`src/rtl/datapath_pkg.sv`:
```
// Shared definitions for the register-file + ALU datapath.
// Holds the sequencer state encoding, the ALU operation codes and the R-type encoding constants.
// The ALU imports this package too, so the op codes are defined in one place only.
package datapath_pkg;

  typedef enum logic [1:0] {
    IDLE,
    DECODE,
    EXEC,
    WB
  } state_t;

  // ALU operation codes
  localparam logic [3:0] ALU_AND  = 4'b0000;
  localparam logic [3:0] ALU_OR   = 4'b0001;
  localparam logic [3:0] ALU_ADD  = 4'b0010;
  localparam logic [3:0] ALU_XOR  = 4'b0011;
  localparam logic [3:0] ALU_SLL  = 4'b0100;
  localparam logic [3:0] ALU_SRL  = 4'b0101;
  localparam logic [3:0] ALU_SUB  = 4'b0110;
  localparam logic [3:0] ALU_SLT  = 4'b0111;
  localparam logic [3:0] ALU_SRA  = 4'b1000;
  localparam logic [3:0] ALU_SLTU = 4'b1001;

  // RV32 R-type encoding
  localparam logic [6:0] OPC_RTYPE = 7'b0110011;
  localparam logic [6:0] F7_BASE   = 7'h00;
  localparam logic [6:0] F7_ALT    = 7'h20;

endpackage

```
`src/rtl/rtype_decoder.sv`:
```
// Combinational RV32 R-type decoder.
// Ports:
//   instr       in   instruction word (only 32-bit words are supported)
//   legal       out  1 when the word is a supported R-type instruction
//   alu_control out  ALU operation code (ADD when not legal; ignored by the sequencer then)
//   rs1/rs2/rd  out  register fields extracted straight from the word
module rtype_decoder
  import datapath_pkg::*;
#(
  parameter int unsigned INSTR_W = 32
) (
  input  logic [INSTR_W-1:0] instr,
  output logic               legal,
  output logic [3:0]         alu_control,
  output logic [4:0]         rs1,
  output logic [4:0]         rs2,
  output logic [4:0]         rd
);

  logic [6:0] opcode;
  logic [6:0] funct7;
  logic [2:0] funct3;

  assign opcode = instr[6:0];
  assign rd     = instr[11:7];
  assign funct3 = instr[14:12];
  assign rs1    = instr[19:15];
  assign rs2    = instr[24:20];
  assign funct7 = instr[31:25];

  always_comb begin
    legal       = 1'b0;
    alu_control = ALU_ADD;
    if (opcode == OPC_RTYPE) begin
      if (funct7 == F7_BASE) begin
        legal = 1'b1;
        case (funct3)
          3'b000:  alu_control = ALU_ADD;
          3'b001:  alu_control = ALU_SLL;
          3'b010:  alu_control = ALU_SLT;
          3'b011:  alu_control = ALU_SLTU;
          3'b100:  alu_control = ALU_XOR;
          3'b101:  alu_control = ALU_SRL;
          3'b110:  alu_control = ALU_OR;
          default: alu_control = ALU_AND;
        endcase
      end else if (funct7 == F7_ALT) begin
        // Only SUB and SRA have an alternate-funct7 form
        case (funct3)
          3'b000: begin
            legal       = 1'b1;
            alu_control = ALU_SUB;
          end
          3'b101: begin
            legal       = 1'b1;
            alu_control = ALU_SRA;
          end
          default: ;
        endcase
      end
    end
  end

endmodule

```
`src/rtl/datapath_sequencer.sv`:
```
// Multi-cycle control FSM for the register-file + ALU datapath.
// Accepts one R-type instruction at a time over valid/ready, then walks
// IDLE -> DECODE -> EXEC -> WB -> IDLE, retiring one instruction per 4 cycles (plus hold cycles).
// Illegal encodings return from DECODE to IDLE with a 1-cycle illegal pulse.
// Optional feature macro: RETIRE_CNT_EN adds the CNT_W parameter and the retire_cnt port.
// Ports:
//   clock, reset           rising-edge clock, synchronous active-low reset
//   instr, instr_valid     instruction word and its valid; instr_ready high only in IDLE
//   hold                   stalls EXEC (no commit while high)
//   zero_flag              ALU zero flag, captured into zero_out when leaving EXEC
//   rs1, rs2, rd           register-file addresses (registered, held in IDLE)
//   alu_control            ALU op code (registered, held in IDLE)
//   regwrite, done         asserted in WB; regwrite suppressed for rd == x0
//   illegal                1-cycle pulse after a rejected instruction
//   retire_cnt             retired-instruction count (RETIRE_CNT_EN only)
module datapath_sequencer
  import datapath_pkg::*;
#(
  parameter int unsigned INSTR_W = 32
`ifdef RETIRE_CNT_EN
  ,
  parameter int unsigned CNT_W = 16
`endif
) (
  input  logic               clock,
  input  logic               reset,
  input  logic [INSTR_W-1:0] instr,
  input  logic               instr_valid,
  output logic               instr_ready,
  input  logic               hold,
  input  logic               zero_flag,
  output logic [4:0]         rs1,
  output logic [4:0]         rs2,
  output logic [4:0]         rd,
  output logic [3:0]         alu_control,
  output logic               regwrite,
  output logic               done,
  output logic               illegal,
  output logic               zero_out
`ifdef RETIRE_CNT_EN
  ,
  output logic [CNT_W-1:0]   retire_cnt
`endif
);

  state_t state_q, state_d;

  logic [INSTR_W-1:0] instr_q;
  logic [4:0]         rs1_q, rs2_q, rd_q;
  logic [3:0]         alu_q;
  logic               illegal_q;
  logic               zero_q;

  logic               dec_legal;
  logic [3:0]         dec_alu;
  logic [4:0]         dec_rs1, dec_rs2, dec_rd;

  rtype_decoder #(
    .INSTR_W (INSTR_W)
  ) u_decoder (
    .instr       (instr_q),
    .legal       (dec_legal),
    .alu_control (dec_alu),
    .rs1         (dec_rs1),
    .rs2         (dec_rs2),
    .rd          (dec_rd)
  );

  always_comb begin
    state_d     = state_q;
    instr_ready = 1'b0;
    regwrite    = 1'b0;
    done        = 1'b0;
    unique case (state_q)
      IDLE: begin
        instr_ready = 1'b1;
        if (instr_valid) state_d = DECODE;
      end
      DECODE: state_d = dec_legal ? EXEC : IDLE;
      EXEC: begin
        if (!hold) state_d = WB;
      end
      WB: begin
        done     = 1'b1;
        regwrite = (rd_q != 5'd0);
        state_d  = IDLE;
      end
      default: state_d = IDLE;
    endcase
  end

  always_ff @(posedge clock) begin
    if (!reset) begin
      state_q   <= IDLE;
      instr_q   <= '0;
      rs1_q     <= '0;
      rs2_q     <= '0;
      rd_q      <= '0;
      alu_q     <= '0;
      illegal_q <= 1'b0;
      zero_q    <= 1'b0;
    end else begin
      state_q   <= state_d;
      illegal_q <= (state_q == DECODE) && !dec_legal;
      if (state_q == IDLE && instr_valid) instr_q <= instr;
      // Fields only change on a legal decode, so they stay put across illegal words and IDLE
      if (state_q == DECODE && dec_legal) begin
        rs1_q <= dec_rs1;
        rs2_q <= dec_rs2;
        rd_q  <= dec_rd;
        alu_q <= dec_alu;
      end
      if (state_q == EXEC && !hold) zero_q <= zero_flag;
    end
  end

  assign rs1         = rs1_q;
  assign rs2         = rs2_q;
  assign rd          = rd_q;
  assign alu_control = alu_q;
  assign illegal     = illegal_q;
  assign zero_out    = zero_q;

`ifdef RETIRE_CNT_EN
  logic [CNT_W-1:0] cnt_q;

  always_ff @(posedge clock) begin
    if (!reset) begin
      cnt_q <= '0;
    end else if (done) begin
      cnt_q <= cnt_q + CNT_W'(1);
    end
  end

  assign retire_cnt = cnt_q;
`endif

endmodule

```
`config.mk`:
```
export PLATFORM = sky130hd
export DESIGN_NAME = datapath_sequencer
export DESIGN_NICKNAME = d
export VERILOG_FILES = /design/src/rtl/datapath_pkg.sv /design/src/rtl/rtype_decoder.sv /design/src/rtl/datapath_sequencer.sv
export SDC_FILE = /design/constraint.sdc
export NUM_CORES = 1
export LEC_CHECK = 0
export CAP_MARGIN = 20
export CORE_MARGIN = 8
export CORE_UTILIZATION = 51
export CTS_CLUSTER_SIZE = 40
export DETAILED_ROUTE_END_ITERATION = 6
export PLACE_DENSITY = 0.82
export REMOVE_ABC_BUFFERS = 1
export SETUP_SLACK_MARGIN = 0.5
export SLEW_MARGIN = 20
export SYNTH_ARGS = -nofsm -noshare
export SYNTH_HDL_FRONTEND = slang
export SYNTH_SLANG_ARGS = --single-unit
```
`constraint.sdc`:
```
create_clock -name clock -period 3.97 [get_ports clock]
set_input_delay 0.794 -clock clock [delete_from_list [all_inputs] [get_ports clock]]
set_output_delay 0.794 -clock clock [all_outputs]
set_load 0.005 [all_outputs]
```
-- Word level (Yosys, flattened, before mapping)
Cells that the tools add are included.
- flip-flop bits (word level): 55
- output and inout bits: 24
- mux-type cells: 16
- eq/ne operators: 13
- reductions and logical operators: 12
- operators with widths (operator ; number):
    4-bit case mux with 7 select lines ; 1
    7-bit by 6-bit == test with 1-bit output (second input constant) ; 2
    4-bit 2-to-1 mux ; 3
    3-bit == test (second input constant) ; 3
    2-bit case mux with 4 select lines ; 1
    4-bit case mux with 2 select lines ; 1
    7-bit logical NOT ; 1
    1-bit 2-to-1 mux ; 7
    3-bit by 2-bit == test with 1-bit output (second input constant) ; 2
    2-bit 2-to-1 mux ; 3
    5-bit nonzero test ; 1
    2-bit == test (second input constant) ; 2
    1-bit logical AND ; 4
    2-bit inequality test (second input constant) ; 2
    3-bit by 1-bit == test with 1-bit output (second input constant) ; 1
    3-bit logical NOT ; 1
    2-bit by 1-bit == test with 1-bit output (second input constant) ; 1
    1-bit logical NOT ; 2
    2-bit logical NOT ; 1
    2-bit AND reduction ; 1
    2-bit OR reduction ; 1

-- Logic depth before layout (Yosys ltp)
Gate-level depths: netlist of run 1.
- word-level depth: 8
- mapped depth: 6

-- Hierarchy
Synthesis of run 1 repeated with hierarchy kept, for this count alone.
- cell total of the unflattened synthesis: 286
- area, all modules: 2531.2 µm²
- modules (own cells, without submodules) (module ; cells an instance ; instances ; area each (µm²)):
    datapath_sequencer ; 244 ; 1 ; 2235.9
    rtype_decoder ; 42 ; 1 ; 295.3

-- Worst setup path before layout of run 1
Ideal clock, no wire load.
- path type: register -> output
- start point: register rd_q[0], in the netlist rd[0]
- end point: output regwrite
- path slack: 2.187 ns
- arrival: 0.989 ns
- cell stages (with the launch flop): 3
- path through: dfxtp_1 > or4_1 > o21a_1
- cells in the longest elaborated chain, start to end: 2
- ends and longest elaborated chain (item ; RTL line ; source):
    from (decl) ; datapath_sequencer.sv:49 ; logic [4:0] rs1_q, rs2_q, rd_q;
    from (signal assigned) ; datapath_sequencer.sv:110 ; rd_q <= dec_rd;
    5-bit nonzero test ; datapath_sequencer.sv:85 ; regwrite = (rd_q != 5'd0);
    1-bit 2-to-1 mux ; datapath_sequencer.sv:74 ; unique case (state_q)
    to (decl) ; datapath_sequencer.sv:36 ; output logic regwrite,
Every way passes these cells.

-- Worst setup path in the final report of run 1
Ends and elaborated chain as after synthesis.

==> results of run 1 <==
==> layout by cell type (no fill, tap or decap), types with 2 or more instances in the layout <==
cell type and count:
a31oi_1 2, buf_4 2, nand2b_1 2, nand2_1 67
xor2_1 2, clkbuf_8 5, dfxtp_1 55, nand4_1 18
o21ai_0 19, o21a_1 4, inv_1 2, nor2_1 5
nand3_1 2, a21oi_1 51, clkdlybuf4s50_1 60, nor2b_1 2
==> critical path, delay by kind of cell (launching register included) <==
| kind | cells | cell delay (ps) |
|---|---|---|
| DFF | 1 | 340 |
| and+or+nand+nor | 1 | 540 |
| buffers and inverters | 1 | 440 |
| AOI/OAI and AO/OA | 1 | 180 |
==> sequential cells by signal (all words and copies together) (netlist names), named ones only <==
register and flops:
rs1 5, zero_out 1, rd 5, state_q 1, alu_control 4, instr_q 32, illegal 1, rs2 5
==> cell usage after synthesis, drive strengths merged <==
library cell | number | share of area, %
or4 | 1 | 0.33
nor4b | 1 | 0.65
nor2b | 2 | 0.55
nand2b | 2 | 0.55
mux2i | 1 | 0.44
nor4 | 2 | 1.5
dfxtp | 55 | 48
nand3b | 1 | 0.33
a211oi | 1 | 0.33
a2111oi | 1 | 1.2
nor3b | 1 | 0.33
xor2 | 2 | 0.76
o21bai | 1 | 0.33
a21oi | 51 | 11
a21boi | 1 | 0.33
nor4bb | 1 | 0.44
or3b | 1 | 0.38
buf | 17 | 4.6
nor2 | 5 | 0.82
and4 | 1 | 0.38
nor3 | 2 | 0.65
o21a | 4 | 1.3
nand3 | 2 | 0.44
and2 | 2 | 0.55
nand2 | 67 | 11
a31oi | 2 | 0.55
inv | 3 | 0.49
a22oi | 1 | 0.33
clkbuf | 8 | 1.4
and4b | 1 | 0.44
and3b | 1 | 0.38
o21ai | 20 | 4.4
nand4 | 18 | 4.9
==> area by class of cell <==
cell class	count	area, sq um	share of cell area, %
Multi-Input combinational cell	196	1047	35.80
Clock inverter	2	12.51	0.4277
Tap cell	52	65.06	2.224
Sequential cell	55	1101	37.64
Clock buffer	6	72.57	2.481
Inverter	3	11.26	0.3849
Timing Repair Buffer	62	615.6	21.04
==> worst max path at each step <==
stage	slack [ps]	end	cells past startpoint	startpoint
2_1_floorplan	2190	regwrite	2	rd[0]$_SDFFE_PN0P_
3_3_place_gp	1450	instr_q[30]$_SDFFE_PN0P_	4	instr_valid
3_5_place_dp	1390	instr_q[16]$_SDFFE_PN0P_	4	instr_valid
4_1_cts	1360	regwrite	3	rd[0]$_SDFFE_PN0P_
5_1_grt	1310	regwrite	3	rd[0]$_SDFFE_PN0P_
6_report	1370	regwrite	3	rd[0]$_SDFFE_PN0P_
==> per-stage QoR <==
step                      setup slack, ps  cells  utilization (%)
final                                1370    376            67.18
after global placement               1452    368            65.20
after floorplan                      2187    254                -
after CTS                            1360    376            67.16
after detailed placement             1392    368            65.20
after global routing                 1311    376            67.18
==> kinds of logic (layout without fill, tap and decap cells) <==
kind of cell | Yosys count | after routing | synth area share (%)
flops | 55 | 55 | 47.98
xor+xnor | 2 | 2 | 0.7635
simple gates | 111 | 111 | 24.54
buf+inv | 28 | 73 | 6.434
compound gates | 82 | 82 | 19.85
mux | 1 | 1 | 0.4362
==> layer usage <==
metal | track usage [%] | share of wire (%) | routed length (microns)
met5 | 0 | 0 | 0
met4 | 5.591 | 1.9 | 107
met3 | 5.957 | 7.2 | 394
met2 | 26.45 | 50 | 2732
met1 | 18.49 | 41 | 2274
==> report_power, final <==
group	switching [uW]	internal [uW]	leakage (uW)
registers	16.8	572	0.000449
logic	56.7	57.3	0.000517
clock network	175	124	0.0000412
==> metrics.md, run 1 <==
| Metric | Value |
|---|---|
| Total CTS buffers | 5 |
| Critical Path RT | 3180 ps |
| Overall die width | approximately 83 microns |
| TritonCTS clock tree | yes |
| Dpl cell area | approximately 0.0028 sq mm |
| Top Ports | slightly above 60 |
| P&R area growth vs syn | 27.48% |
| Post-Syn Area | ~0.0023 sq mm |
| Total track usage | roughly 16% |
| Die ar. | around 0.0069 sq mm |
| Setup TNS | 0 ps |
| Hold Startpoint | instr_q[21]$_SDFFE_PN0P_ |
| Max-slew headroom | approximately 28% |
| Via/cell ratio | 5.548 |
| Netlist cell types | slightly above 40 |
| DRC violations left | 0 |
| Antenna Cells | 0 |
| Initial DRT Pass Iterations | 4 |
| Final Critical Period | between 2000 and 3000 ps |
| Post-Route WL | 5.509 mm |
| RSZ-0062 raised after global routing | no |
| DPL Wire Length | about 3.8 mm |
| FF-to-FF setup slack | roughly 1900 ps |
| Peak VDD IR | roughly 0.22 mV |
| Total chip power | about 1000 uW |
| Max cap viols | 0 |
| Clock Skews | between 8 and 9 ps |
| Fin nets | 360 |
| Yosys reg bits | 55 |
| CTS Sinks | 55 |
| Fin crit share | between 60% and 70% |
| Worst reg-to-reg path cell count | 4 |
| HP Class | flop to flop |
| Crit path largest cell delay | 540 ps |
| FF-to-FF Start | state_q[0]$_SDFFE_PN0P_ |
| # setup viols final | 0 |
| Cts hold-fix bufs | 0 |
| Fill count | 389 |
| Setup bufs post-CTS | 0 |
| Critical path type | flop to primary output |
| Starting Density | 52.70% |
| Final Hold Viols | 0 |
| Sequential area share after synthesis | 47.98% |
| Initial antenna violation count | 0 |
| Largest net degree at the start of global routing | 55 |
| Std-Cell Rows | 24 |
| Buffers added on ports | 60 |
| CP arrival | roughly 1800 ps |
| Reg2reg end | alu_control[2]$_SDFFE_PN0P_ |
| Synth Area per Inst | around 8 sq um |
| Post-CTS Resized | 0 |
| Vias in the first global route | between 2000 and 2500 |
| Number of synthesis warnings | 0 |
| CTS H-tree depth | 2 |
| Root Buffer | clkbuf_8 |
| Routability cong. | roughly 0.74 |
| Slew @ Worst Pin | between 1000 and 1500 ps |
| CP Capture Type | primary output |
| DRT antenna net count | 0 |
| Max FO, Critical Path | 3 |
| WL/cell | between 10 and 15 microns |
| DRT iter0 DRCs | 120 |
| Pins Over Slew Limit | 0 |
| Hold endpoint | instr_q[21]$_SDFFE_PN0P_ |
| Clk pin slew, worst setup/hold paths | about 100 ps |
| Fmax | 384.6 MHz |
| Clock Latency Late Sink | approximately 310 ps |
| Worst-path cell chain | or4_1 > o21a_1 > clkdlybuf4s50_1 |
| Leakage | 0.001007 uW |
| Outcome | complete, no violations |
| Startpoint class of the critical path | flop |
| Grt total ovfl | 0 |
| Global-route wire length before repair | 9.494 mm |
| Core Box Area | ~0.0044 sq mm |
| Post-Syn Instances | ~280 |
| Hold Path Cell Cnt | 2 |
| Die Span Y | roughly 83 microns |
| Max clock buf depth | 2 |
| Layout cell share with drive strength beyond 1 | between 4 and 5% |
| Vias post-DR | roughly 2100 |
| Slowest-stage cell, CP | or4_1 |
| P per Cell Area | 342.5 mW/mm^2 |
| Post-route cell area | roughly 0.0029 sq mm |
| WHS | between 400 and 500 ps |
Power figures use the tool's default switching activity.
==> run 2: changes to the inputs <==
--- a/config.mk
+++ b/config.mk
@@ -7,10 +7,10 @@
 export LEC_CHECK = 0
 export CAP_MARGIN = 20
 export CORE_MARGIN = 8
-export CORE_UTILIZATION = 51
+export CORE_UTILIZATION = 48
 export CTS_CLUSTER_SIZE = 40
 export DETAILED_ROUTE_END_ITERATION = 6
-export PLACE_DENSITY = 0.82
+export PLACE_DENSITY = 0.78
 export REMOVE_ABC_BUFFERS = 1
 export SETUP_SLACK_MARGIN = 0.5
 export SLEW_MARGIN = 20
==> constraint.sdc (replaced) <==
create_clock -name clock -period 2.65 [get_ports clock]
set_input_delay 0.53 -clock clock [delete_from_list [all_inputs] [get_ports clock]]
set_output_delay 0.53 -clock clock [all_outputs]
set_load 0.005 [all_outputs]
==> run 2 against run 1 <==
First-iteration DRC count grew 18%. Clock power rose by 110%. Sequential power up 50%. Global-route usage down 0.74 points. Clock skew fell by 3.6 ps. Count of clock-buffer cells in the layout stayed put. Critical path depth did not move. Non-clock buffer count increased by 5. Register-to-register slack worse by 1100 ps. Design area increased by 3.3%. Sequential share of layout area down 1.1 points. Die area rose by 5.0%.
==> metrics.md, run 2 (same netlist as run 1, synthesis figures left out) <==
| Metric | Value |
|---|---|
| Outcome | complete, no violations |
| Psw | 373.3 uW (+50%) |
| Flop pwr share | 51.9% (-6.9 points) |
| CTS Sinks | 55 (unchanged) |
| Vias in the first global route | 2049 (-1.3%) |
| Clock network power share | 37.5% (+7.7 points) |
| DRT antenna net count | 0 (unchanged) |
| Crit path largest cell delay | 520 ps (-20 ps) |
| Final Hold Viols | 0 (unchanged) |
| Max-slew headroom | 50.59% (+23 points) |
| P&R area growth vs syn | 31.68% |
| Antenna Cells | 0 (unchanged) |
| Leakage | 0.001061 uW (+5.4%) |
| Commonest non-fill, non-tap cell in the layout | nand2_1 |
| P per Cell Area | 562.6 mW/mm^2 (+64%) |
| Pins Over Slew Limit | 0 (unchanged) |
| Max cap viols | 0 (unchanged) |
| Via/cell ratio | 5.473 (-1.4%) |
| Delay-heaviest family, CP | simple AND/OR/NAND/NOR gates |
| Core Box Area | 0.004661 sq mm (+7.0%) |
| Std-Cell Rows | 25 (+4.2%) |
| Initial antenna violation count | 0 (unchanged) |
| Fmax | approximately 510 MHz |
| Fill count | 429 (+10%) |
| Top reg by flops | instr_q |
| Peak VDD IR | 0.3571 mV (+61%) |
| Vias post-DR | 2096 (+0.48%) |
| CP arrival | 1450 ps (-360 ps) |
| Clock Skews | 4.722 ps (-3.586 ps) |
| Total CTS buffers | 5 (unchanged) |
| CP Capture Type | primary output |
| HP Class | flop to flop |
| Largest net degree at the start of global routing | 37 (-33%) |
| Clk pin slew, worst setup/hold paths | 90 ps (about the same) |
| Starting Density | 49.23% (-3.5 points) |
| Grt total ovfl | 0 (unchanged) |
| Top Ports | 61 (unchanged) |
| # setup viols final | 0 (unchanged) |
| Setup bufs post-CTS | 0 (unchanged) |
| Critical path type | flop to primary output |
| Root Buffer | clkbuf_8 |
| Fin crit share | between 70% and 80% |
| Gate power share | 10.6% (-0.8 points) |
| Layout cell share with drive strength beyond 1 | 6.991% (+2.1 points) |
| Buffers added on ports | 60 (unchanged) |
| Routability cong. | 0.8291 (+12%) |
| Slowest-stage cell, CP | or4_1 |
| RSZ-0062 raised after global routing | no |
| Post-route cell area | 0.003022 sq mm (+3.3%) |
| Post-Route WL | 5.388 mm (-2.2%) |
| Dpl cell area | 0.002892 sq mm (+1.9%) |
| Clock Latency Late Sink | 300 ps (about the same) |
| Max clock buf depth | 2 (unchanged) |
| WL/cell | 14.07 microns (-4.0%) |
| Most frequent cells in the layout | 67 x nand2_1, 59 x clkdlybuf4s50_1, 53 x dfxtp_1 |
| DPL Wire Length | 3.706 mm (-1.4%) |
| CTS H-tree depth | 2 (unchanged) |
| TritonCTS clock tree | yes |
| Slew @ Worst Pin | 741.2 ps (-337.2 ps) |
| DRC violations left | 0 (unchanged) |
| Switching share of power | 21.96% (-2.9 points) |
| Fin nets | 365 (+1.4%) |
| Initial DRT Pass Iterations | 4 (unchanged) |
| Total track usage | 15.29% (-0.74 points) |
| Final Critical Period | between 1500 and 2000 ps |
| Overall die width | 85.14 microns (+2.5%) |
| Die ar. | 0.007249 sq mm (+5.0%) |
| Die Span Y | 85.14 microns (+2.5%) |
| Startpoint class of the critical path | flop |
| Critical Path RT | 2120 ps (-1060 ps) |
| Max reg flops | 32 (unchanged) |
| Setup TNS | 0 ps (unchanged) |
| Int Pwr | 1327 uW (+76%) |
| Global-route wire length before repair | 9.211 mm (-3.0%) |
| Crit path buf inv count | 1 (unchanged) |
| Worst-path cell chain | or4_1 > o21a_1 > clkbuf_2 |
| DRT iter0 DRCs | 141 (+18%) |
| Max FO, Critical Path | 3 (unchanged) |
## run 2: cell count changes in the layout (fill, tap and decap cells not counted), sizes merged
cell | previous run | this run
buf | 2 | 7
bufinv | 0 | 2
clkbuf | 6 | 7
clkdlybuf4s50 | 60 | 59
clkinv | 1 | 0
clkinvlp | 1 | 0
## run 2: final cells by class
class | instances | area [sq um] | share of cell area [%]
well taps | 54 | 67.56 | 2.236
multi-input cells | 196 | 1046 | 34.62
repair buffers | 67 | 660.6 | 21.86
inverters | 3 | 11.26 | 0.3727
clock buffers | 6 | 72.57 | 2.402
clock inverters | 2 | 60.06 | 1.988
flip-flops and latches | 55 | 1104 | 36.52
## run 2: routing by layer
layer  global-route usage [%]  share of wire, %  vias up
met2                    25.07                49       62
met1                    18.47                44      963
li1                         -                 -     1063
met5                        0                 0        -
met3                    5.309               5.6        8
met4                    4.045               1.2        0
## run 2: final timing paths
path / start / endpoint / slack, ps / cells after the start
setup / recovery: rd[3]$_SDFFE_PN0P_ / regwrite / 670 / 3
hold reg to reg: instr_q[22]$_SDFFE_PN0P_ / instr_q[22]$_SDFFE_PN0P_ / 460 / 2
hold / removal: instr_q[22]$_SDFFE_PN0P_ / instr_q[22]$_SDFFE_PN0P_ / 460 / 2
setup reg to reg: instr_q[25]$_SDFFE_PN0P_ / rd[4]$_SDFFE_PN0P_ / 770 / 4
## run 2: power by group through the flow
stage	Sequential, uW	Clock (uW)	Combinational, uW
detailed placement	902	0	179
global placement	900	0	176
floorplan	896	0	87.6
global route	888	674	202
finish	883	638	180
CTS	883	647	180
## run 2: tightest hold or removal path: stages (launching register included)
cell	delay [ps]
dfxtp_1	320
nand2_1	50
a21oi_1	50
## run 2: timing repair
item,in CTS,in global routing
pin swaps,0,2
hold buffers,0,0
hold endpoints to repair,0,0
resized for setup,1,4
setup endpoints to repair,1,1
## run 2: through the flow
step	setup slack, ps	hold slack (ps)	power (uW)	instances	utilization [%]
floorplan	973.4	436.7	983.5	254	-
global placement	686.4	442.3	1075	375	62.04
detailed placement	682.3	447.2	1081	375	62.04
CTS	524.4	462.2	1710	383	64.86
global route	565.6	480.6	1763	383	64.83
finish	670.3	460.2	1700	383	64.83
==> run 3: changes to the inputs <==
--- a/config.mk
+++ b/config.mk
@@ -7,10 +7,10 @@
 export LEC_CHECK = 0
 export CAP_MARGIN = 20
 export CORE_MARGIN = 8
-export CORE_UTILIZATION = 48
+export CORE_UTILIZATION = 43
 export CTS_CLUSTER_SIZE = 40
 export DETAILED_ROUTE_END_ITERATION = 6
-export PLACE_DENSITY = 0.78
+export PLACE_DENSITY = 0.74
 export REMOVE_ABC_BUFFERS = 1
 export SETUP_SLACK_MARGIN = 0.5
 export SLEW_MARGIN = 20
==> constraint.sdc (replaced) <==
create_clock -name clock -period 1.82 [get_ports clock]
set_input_delay 0.364 -clock clock [delete_from_list [all_inputs] [get_ports clock]]
set_output_delay 0.364 -clock clock [all_outputs]
set_load 0.005 [all_outputs]
==> run 3 against run 2 <==
Clock power rose by 5.8%. Non-clock buffer count rose by 30. Combinational power rose by 150%. Utilization rose by 11 points. Worst hold slack got worse by 1.6 ps. Via count rose by 12%. Design area rose by 28%. Critical endpoint unchanged. Highest routed layer unchanged.
==> metrics.md, run 3 (same netlist as run 1, synthesis figures left out) <==
| Metric | Value |
|---|---|
| Std-Cell Rows | 26 (+4.0%) |
| # setup viols final | 0 (unchanged) |
| Total track usage | 15.84% (+0.55 points) |
| Startpoint class of the critical path | flop |
| DRT antenna net count | 0 (unchanged) |
| Psw | 674.8 uW (+81%) |
| Fin crit share | 99.67% |
| Antenna Cells | 0 (unchanged) |
| Setup TNS | 0 ps (unchanged) |
| Slew @ Worst Pin | 386.5 ps (-354.7 ps) |
| Vias post-DR | 2356 (+12%) |
| CP Capture Type | primary output |
| CTS Sinks | 55 (unchanged) |
| Top Ports | 61 (unchanged) |
| Gate power share | 18.5% (+7.9 points) |
| Clock Skews | 10.55 ps (+5.828 ps) |
| CP Capture Point | regwrite |
| Final Critical Period | approximately 1800 ps |
| WHS | 458.5 ps (-1.627 ps) |
| Max cap viols | 0 (unchanged) |
| Critical Path RT | 1460 ps (-660 ps) |
| WL/cell | 18.46 microns (+31%) |
| Vias in the first global route | 2171 (+6.0%) |
| P per Cell Area | 621.4 mW/mm^2 (+10%) |
| Outcome | complete, no violations |
| Final core occ | 75.41% (+11 points) |
| Final Hold Viols | 0 (unchanged) |
| Worst reg-to-reg path cell count | 8 (+4) |
| Grt total ovfl | 0 (unchanged) |
| Met2 wire len | 4.123 mm (+57%) |
| RSZ-0062 raised after global routing | yes |
| Flop pwr share | 53.4% (+1.5 points) |
| Met1 WL | 3.364 mm (+40%) |
| Critical Path Source | rd[0]$_SDFFE_PN0P_ |
| Initial antenna violation count | 0 (unchanged) |
| Total CTS buffers | 5 (unchanged) |
| Final worst slack | 5.938 ps (-664.3 ps) |
| WL met3 | 344 microns (+13%) |
| CTS H-tree depth | 2 (unchanged) |
| Max clock buf depth | 2 (unchanged) |
| Via/cell ratio | 5.492 (+0.35%) |
| Pins Over Slew Limit | 0 (unchanged) |
| HP Class | flop to flop |
| Core Box Area | 0.005140 sq mm (+10%) |
| Critical path type | flop to primary output |
| Fin nets | 395 (+8.2%) |
| Commonest non-fill, non-tap cell in the layout | dfxtp_1 |
| DP Cell Count | 400 (+6.7%) |
| CP arrival | 1450 ps (about the same) |
| Global-route wire length before repair | 10.03 mm (+8.8%) |
| Layout cell share with drive strength beyond 1 | 44.57% (+38 points) |
| Max-slew headroom | 73.96% (+23 points) |
| Root Buffer | clkbuf_8 |
| Clock Latency Late Sink | 300 ps (about the same) |
| Max FO, Critical Path | 2 (-1) |
| Die Span Y | 89.05 microns (+4.6%) |
| FF-to-FF setup slack | 170 ps (-600 ps) |
| TritonCTS clock tree | yes |
| DPL Wire Length | 4.095 mm (+11%) |
| Fin cells | 429 (+12%) |
| DRT iter0 DRCs | 135 (-4.3%) |
| Int Pwr | 1734 uW (+31%) |
| Clock network power share | 28.0% (-9.5 points) |
| Largest net degree at the start of global routing | 33 (-11%) |
| Initial DRT Pass Iterations | 4 (unchanged) |
| Post-Route WL | 7.918 mm (+47%) |
| Overall die width | 89.05 microns (+4.6%) |
| Fmax | around 550 MHz |
| DP Worst Slack | 32.23 ps (-650.1 ps) |
| Most frequent cells in the layout | 41 x dfxtp_1, 37 x clkdlybuf4s50_1, 35 x a21oi_2, 35 x nand2_1, 30 x nand2_4 |
| Starting Density | 44.64% (-4.6 points) |
| Cts hold-fix bufs | 0 (unchanged) |
| Max reg flops | 32 (unchanged) |
| Highest metal used | met4 |
| Die ar. | 0.007930 sq mm (+9.4%) |
| Switching share of power | 28.01% (+6.1 points) |
| Clk pin slew, worst setup/hold paths | 100 ps (about the same) |
| Reg2reg end | rs2[0]$_SDFFE_PN0P_ |
| Peak VDD IR | 0.5705 mV (+60%) |
| Total area of sequential cells | 0.001124 sq mm (+1.8%) |
| Top reg by flops | instr_q |
| Multi-input gate area | 0.001533 sq mm (+47%) |
| P&R area growth vs syn | 68.92% |
| Leakage | 0.001564 uW (+47%) |
| Buffers added on ports | 60 (unchanged) |
| Fill count | 372 (-13%) |
| Routability cong. | 0.7386 (-11%) |
| DRC violations left | 0 (unchanged) |
run 3: changes by cell type in the layout (fill, tap and decap cells not counted), moves of 4 or more:
cell             change
a21oi_1             -35
o21ai_2             +16
clkdlybuf4s50_1     -22
dfxtp_1             -12
nand2_4             +30
a21oi_2             +35
o21ai_0             -17
dlygate4sd2_1       +17
buf_4                +8
dfxtp_2             +10
nand2_1             -32
buf_6               +13
buf_12               +4
run 3: repair_timing:
action,CTS,global route
setup buffers,8,6
cloned,3,4
hold endpoints to repair,0,0
resized for setup,67,160
pin swaps,7,73
endpoints found under the setup margin,46,54
run 3: layer usage:
metal  up-vias  GRT usage (%)
li1       1120              -
met1      1155          19.27
met2        73          27.22
met3         8          4.228
met4         0          3.323
met5         -              0
run 3: final cells by class:
class	instances	share of cell area [%]
multi-input combinational	196	39.54
inverter	3	0.2905
tap	70	2.260
sequential	55	28.99
timing repair buffer	97	26.73
clock buffer	6	1.872
clock inverter	2	0.3228
run 3: metrics by stage:
stage               power, uW  area [sq um]
finish                   2409          3876
CTS                      2245          3218
global placement         1577          2979
detailed placement       1583          2979
floorplan                1432          2158
global route             2482          3876
run 3: worst min path at each step:
stage                        startpoint                        to  slack (ps)  cells past startpoint
2_1_floorplan  instr_q[10]$_SDFFE_PN0P_  instr_q[10]$_SDFFE_PN0P_         440                      2
3_3_place_gp   instr_q[24]$_SDFFE_PN0P_  instr_q[24]$_SDFFE_PN0P_         440                      2
3_5_place_dp   instr_q[11]$_SDFFE_PN0P_  instr_q[11]$_SDFFE_PN0P_         450                      2
4_1_cts        instr_q[11]$_SDFFE_PN0P_  instr_q[11]$_SDFFE_PN0P_         460                      2
5_1_grt        instr_q[22]$_SDFFE_PN0P_  instr_q[22]$_SDFFE_PN0P_         480                      2
6_report            rs2[3]$_SDFFE_PN0P_       rs2[3]$_SDFFE_PN0P_         460                      2
run 3: power by group through the flow:
stage | clock [uW] | sequential [uW] | combinational [uW]
after floorplan | 0 | 1300 | 128
after global placement | 0 | 1310 | 267
after detailed placement | 0 | 1310 | 270
after CTS | 666 | 1280 | 295
after global routing | 717 | 1290 | 472
final | 675 | 1290 | 446
run 3: worst max-delay path: stages, from the launching register on:
cell and delay (ps):
dfxtp_2 340, or4_4 510, o21a_1 170, buf_2 120
